===== config.mk =====
export PLATFORM = sky130hd
export DESIGN_NAME = pll_lock_mgr
export DESIGN_NICKNAME = d
export VERILOG_FILES = /design/src/rtl/pll_lock_mgr.sv
export SDC_FILE = /design/constraint.sdc
export NUM_CORES = 1
export LEC_CHECK = 0
export CAP_MARGIN = 20
export CORE_MARGIN = 5
export CORE_UTILIZATION = 56
export CTS_CLUSTER_DIAMETER = 120
export CTS_CLUSTER_SIZE = 16
export DETAILED_ROUTE_END_ITERATION = 7
export HOLD_SLACK_MARGIN = 0.15
export MAX_ROUTING_LAYER = met4
export PLACE_DENSITY_LB_ADDON = 0.3
export SKIP_CTS_REPAIR_TIMING = 1
export SYNTH_ARGS = -nofsm -noshare
export SYNTH_HDL_FRONTEND = slang
export SYNTH_SLANG_ARGS = --single-unit

===== constraint.sdc =====
create_clock -name clk -period 3.2 [get_ports clk]
set_input_delay 0.48 -clock clk [delete_from_list [all_inputs] [get_ports clk]]
set_output_delay 0.48 -clock clk [all_outputs]
set_load 0.02 [all_outputs]

===== src/rtl/pll_lock_mgr.sv =====
// PLL supervisor: pulses pll_sys reset, filters the asynchronous lock and sequences sys_rst.
// Optional macro PLL_LOCK_MGR_STATS_EN adds a saturating lock-loss counter port.
module pll_lock_mgr #(
    parameter int unsigned PLL_RST_CYC  = 16,
    parameter int unsigned LOCK_TIMEOUT = 4096,
    parameter int unsigned LOCK_FILT    = 64,
    parameter int unsigned RST_HOLD     = 32,
    parameter int unsigned MAX_RETRY    = 3
) (
    input  logic       clk,
    input  logic       rst,
    input  logic       pll_lock_in,
    input  logic       retry_req,
    output logic       pll_rst,
    output logic       sys_rst,
    output logic       pll_ready,
    output logic       pll_fail,
    output logic       lock_lost,
`ifdef PLL_LOCK_MGR_STATS_EN
    output logic [7:0] lock_loss_cnt,
`endif
    output logic [2:0] state_o
);

    localparam int unsigned MaxA = (PLL_RST_CYC > LOCK_TIMEOUT) ? PLL_RST_CYC : LOCK_TIMEOUT;
    localparam int unsigned MaxB = (LOCK_FILT > RST_HOLD) ? LOCK_FILT : RST_HOLD;
    localparam int unsigned MaxP = (MaxA > MaxB) ? MaxA : MaxB;
    localparam int unsigned TW   = $clog2(MaxP) + 1;

    localparam logic [TW-1:0] RstLast  = TW'(PLL_RST_CYC - 1);
    localparam logic [TW-1:0] ToLast   = TW'(LOCK_TIMEOUT - 1);
    localparam logic [TW-1:0] FiltLast = TW'(LOCK_FILT - 1);
    localparam logic [TW-1:0] HoldLast = TW'(RST_HOLD - 1);
    localparam logic [3:0]    RetryMax = 4'(MAX_RETRY);

    typedef enum logic [2:0] {
        StResetPll = 3'd0,
        StWaitLock = 3'd1,
        StFilter   = 3'd2,
        StHold     = 3'd3,
        StRun      = 3'd4,
        StFail     = 3'd5
    } state_e;

    state_e        state_q, state_d;
    logic [TW-1:0] timer_q, timer_d;
    logic [3:0]    retry_cnt_q, retry_cnt_d;
    logic [3:0]    retry_inc;
    logic          lock_meta_q, lock_s_q;
    logic          lost_evt;
    logic          pll_rst_q, pll_rst_d;
    logic          sys_rst_q, sys_rst_d;
    logic          pll_ready_q, pll_ready_d;
    logic          pll_fail_q, pll_fail_d;
    logic          lock_lost_q, lock_lost_d;

    // State register, lock synchronizer and registered outputs.
    always_ff @(posedge clk) begin
        if (rst) begin
            state_q     <= StResetPll;
            timer_q     <= '0;
            retry_cnt_q <= '0;
            lock_meta_q <= 1'b0;
            lock_s_q    <= 1'b0;
            pll_rst_q   <= 1'b1;
            sys_rst_q   <= 1'b1;
            pll_ready_q <= 1'b0;
            pll_fail_q  <= 1'b0;
            lock_lost_q <= 1'b0;
        end else begin
            state_q     <= state_d;
            timer_q     <= timer_d;
            retry_cnt_q <= retry_cnt_d;
            lock_meta_q <= pll_lock_in;
            lock_s_q    <= lock_meta_q;
            pll_rst_q   <= pll_rst_d;
            sys_rst_q   <= sys_rst_d;
            pll_ready_q <= pll_ready_d;
            pll_fail_q  <= pll_fail_d;
            lock_lost_q <= lock_lost_d;
        end
    end

    assign retry_inc = retry_cnt_q + 4'd1;

    always_comb begin
        state_d     = state_q;
        retry_cnt_d = retry_cnt_q;
        lost_evt    = 1'b0;
        timer_d     = (timer_q == '1) ? timer_q : timer_q + 1'b1;
        unique case (state_q)
            StResetPll: begin
                if (timer_q == RstLast) state_d = StWaitLock;
            end
            StWaitLock: begin
                if (lock_s_q) begin
                    state_d = StFilter;
                end else if (timer_q == ToLast) begin
                    retry_cnt_d = retry_inc;
                    state_d     = (retry_inc == RetryMax) ? StFail : StResetPll;
                end
            end
            StFilter: begin
                if (!lock_s_q) begin
                    state_d = StWaitLock;
                end else if (timer_q == FiltLast) begin
                    state_d     = StHold;
                    retry_cnt_d = '0;
                end
            end
            StHold: begin
                if (!lock_s_q) begin
                    state_d  = StResetPll;
                    lost_evt = 1'b1;
                end else if (timer_q == HoldLast) begin
                    state_d = StRun;
                end
            end
            StRun: begin
                if (!lock_s_q) begin
                    state_d  = StResetPll;
                    lost_evt = 1'b1;
                end
            end
            StFail: begin
                if (retry_req) begin
                    state_d     = StResetPll;
                    retry_cnt_d = '0;
                end
            end
            default: state_d = StResetPll;
        endcase
        if (state_d != state_q) timer_d = '0;
    end

    // Outputs decode the next state so they line up with state_o after the edge.
    always_comb begin
        pll_rst_d   = (state_d == StResetPll) || (state_d == StFail);
        sys_rst_d   = (state_d != StRun);
        pll_ready_d = (state_d == StRun);
        pll_fail_d  = (state_d == StFail);
        lock_lost_d = lost_evt;
    end

    assign pll_rst   = pll_rst_q;
    assign sys_rst   = sys_rst_q;
    assign pll_ready = pll_ready_q;
    assign pll_fail  = pll_fail_q;
    assign lock_lost = lock_lost_q;
    assign state_o   = state_q;

`ifdef PLL_LOCK_MGR_STATS_EN
    logic [7:0] loss_cnt_q, loss_cnt_d;

    always_comb begin
        loss_cnt_d = loss_cnt_q;
        if (lost_evt && (loss_cnt_q != 8'hFF)) loss_cnt_d = loss_cnt_q + 8'd1;
    end

    always_ff @(posedge clk) begin
        if (rst) loss_cnt_q <= '0;
        else     loss_cnt_q <= loss_cnt_d;
    end

    assign lock_loss_cnt = loss_cnt_q;
`endif

endmodule

==> impl_metrics.env <==
export IMPL_maxSlewHeadroom_pct=44.5
export IMPL_cts_root_buffer_cell="clkbuf_4"
export IMPL_critical_path_arrival_ps=2720
export IMPL_final_min_period_over_clock_period_pct=78.5
export IMPL_final_setup_viol_count=0
export IMPL_fin_hold_ws_ps=466
export IMPL_clock_path_buffers=2
export IMPL_drt_iter0_markers=45
export IMPL_grt_antenna_before_repair=0
export IMPL_final_common_cell="dfxtp_1"
export IMPL_multi_input_area_sq_um=855
export IMPL_max_clock_freq_mhz=398
export IMPL_fin_worst_skew_ps=8.73
export IMPL_max_capacitance_violation_count=0
export IMPL_worst_skew_pair_late_latency_ps=320
export IMPL_post_synth_inst_count=169
export IMPL_die_area_sq_mm=0.00365
export IMPL_synth_net_count=176
export IMPL_reg2reg_from="timer_q[0]"
export IMPL_period_minus_slack_ps=2510
export IMPL_tritoncts_num_buffers=3
export IMPL_firstDrtPassIters=4
export IMPL_postLayoutCellArea_sq_mm=0.00158
export IMPL_total_inserted_antenna_cells=0
export IMPL_critical_hold_path_startpoint="lock_meta_q"
export IMPL_synth_edff_count=0
export IMPL_viasPerCell=6.07
export IMPL_post_route_util_pct=64.2
export IMPL_r2r_slack_ps=690
export IMPL_critPathLaunchType="register"
export IMPL_leakagePower_nw=0.551
export IMPL_ant_nets=0
export IMPL_outcome="finished clean"
export IMPL_seq_area_sq_um=541
export IMPL_drc=0
export IMPL_worst_hold_path_endpoint="lock_s_q"
export IMPL_tns_ps=0
export IMPL_floorplan_core_area_sq_mm=0.00245
export IMPL_first_global_vias=1152
export IMPL_track_usage_pct=19.0
export IMPL_post_synth_design_cell_area_sq_mm=0.00142
export IMPL_clk_transition_reported_paths_ps=140
export IMPL_die_width_um=60.4
export IMPL_worst_r2r_path_depth=7
export IMPL_synth_avg_cell_area_sq_um=8.41
export IMPL_drt_wl_total_um=2950
export IMPL_fill_cells=205
export IMPL_placement_cell_area_sq_mm=0.00155
export IMPL_portBuffers=11
export IMPL_critical_path_end_type="register"
export IMPL_share_of_flip_flops_with_an_asynchronous_set_or_reset_pct=0
export IMPL_htree_num_levels=1
export IMPL_yosys_warnings=0
export IMPL_max_vdd_ir_drop_uv=278
export IMPL_final_cell_mix="dfxtp_1, nor2_1, nand2_1"
export IMPL_critical_path_peak_fanout=7
export IMPL_hold_path_cell_count=1
export IMPL_num_vias=1268
export IMPL_synth_main_ff_cell="dfxtp_1"
export IMPL_cts_tree="done"
export IMPL_grt_max_degree=16
export IMPL_worst_ep_required_time_ps=3410
export IMPL_grt_overflow_total=0
export IMPL_initial_core_util_pct=57.9
export IMPL_hpwlAfterDp_um=2230
export IMPL_capturing_point_of_the_worst_reg2reg_path="retry_cnt_q[1]"
export IMPL_route_detailed_wl_per_inst_um=14.1
export IMPL_areaGrowthSynthToFinish_pct=10.9
export IMPL_grt_pass1_wl_um=5080
export IMPL_tritoncts_num_sinks=27
export IMPL_grt_setup_unrepaired="no"
export IMPL_gp_routability_congestion=0.949
export IMPL_nNetsFinal=187
export IMPL_num_io_pins=12
export IMPL_fp_dieH_um=60.4
export IMPL_synth_cell_types=45
export IMPL_finalHoldViolCount=0
export IMPL_worstHoldPathType="reg2reg"
export IMPL_maxSlewViolCount=0
export IMPL_p_per_area_mw_per_mm2=325
export IMPL_layout_drive_gt1_share_pct=6.70
export IMPL_max_slew_worst_pin_slew_ps=824
export IMPL_ys_ff_latch=27
export IMPL_worstSetupPathType="reg2reg"
export IMPL_std_cell_rows=18
export IMPL_ys_seq_area_share_pct=38.0
synthesized netlist by cell type (all sizes together) (2+ instances only):
| library cell | instances | area [sq um] |
|---|---|---|
| nor2b | 8 | 50.1 |
| o211ai | 2 | 20.0 |
| nand4 | 3 | 18.8 |
| nand3 | 10 | 55.1 |
| or3 | 2 | 17.5 |
| dfxtp | 27 | 541 |
| a211oi | 6 | 57.6 |
| clkbuf | 5 | 18.8 |
| xnor2 | 5 | 43.8 |
| a21oi | 9 | 45.0 |
| ha | 3 | 37.5 |
| a21o | 2 | 15.0 |
| xor2 | 5 | 43.8 |
| nor3 | 4 | 20.0 |
| nor2 | 23 | 86.3 |
| nor4 | 4 | 25.0 |
| and2 | 4 | 25.0 |
| inv | 2 | 7.51 |
| nand2 | 15 | 56.3 |
| nand2b | 4 | 25.0 |
| and3 | 2 | 12.5 |
| o21ai | 3 | 15.0 |
| or4 | 4 | 33.8 |
| a311oi | 2 | 17.5 |
where the power goes:
| group | switching [mW] | total [mW] | internal (mW) |
|---|---|---|---|
| combinational | 0.0113 | 0.0215 | 0.0102 |
| clock | 0.0968 | 0.146 | 0.0488 |
| sequential | 0.00485 | 0.346 | 0.341 |
state kept, by name, indices dropped and copies added (netlist names):
signal       cells
lock_lost        1
lock_meta_q      1
lock_s_q         1
pll_fail         1
pll_ready        1
pll_rst          1
retry_cnt_q      4
state_o          3
sys_rst          1
timer_q         13
critical path, stage by stage, from the launching register on:
cell	delay, ps
dfxtp_1	410
ha_1	260
nand3_2	160
or4_4	600
or3_4	360
a211oi_4	310
mux2i_1	240
nor2_1	50
metrics by stage:
| step | std cells | power, mW | setup WS [ps] |
|---|---|---|---|
| 4_1_cts | 209 | 0.516 | 685 |
| 2_1_floorplan | 169 | 0.366 | 927 |
| 3_3_place_gp | 205 | 0.373 | 814 |
| 3_5_place_dp | 205 | 0.374 | 726 |
| 5_1_grt | 209 | 0.537 | 486 |
| 6_report | 209 | 0.513 | 687 |
layer usage:
| metal | up-vias | global-route usage [%] | share of wire, % |
|---|---|---|---|
| met5 | - | - | 0 |
| met4 | 0 | 7.28 | 1.5 |
| met3 | 6 | 2.77 | 4.4 |
| met2 | 40 | 33.0 | 51 |
| met1 | 592 | 21.9 | 43 |
| li1 | 630 | - | - |
worst max path at each step:
stage | to | start | cells past startpoint | slack (ps)
2_1_floorplan | pll_rst | timer_q[0] | 7 | 930
4_1_cts | retry_cnt_q[1] | timer_q[0] | 7 | 690
6_report | retry_cnt_q[1] | timer_q[0] | 7 | 690
3_3_place_gp | retry_cnt_q[1] | timer_q[0] | 7 | 810
5_1_grt | retry_cnt_q[1] | timer_q[0] | 7 | 490
3_5_place_dp | retry_cnt_q[1] | timer_q[0] | 7 | 730
area by class of cell:
class | instances | area share (%)
Inverter | 2 | 0.476
Multi-Input combinational cell | 135 | 54.2
Sequential cell | 27 | 34.3
Tap cell | 30 | 2.38
Clock buffer | 4 | 1.67
Timing Repair Buffer | 11 | 6.98
cells by family (layout without fill, tap and decap cells):
kind of cell,Yosys count,in the layout,share of synthesized area [%]
simple gates,89,89,33.4
xor+xnor,10,10,6.16
flops,27,27,38.0
fa+ha+maj,3,3,2.64
mux,2,2,1.50
compound gates,31,31,16.5
buf+inv,7,17,1.85
Power figures use the tool's default switching activity.
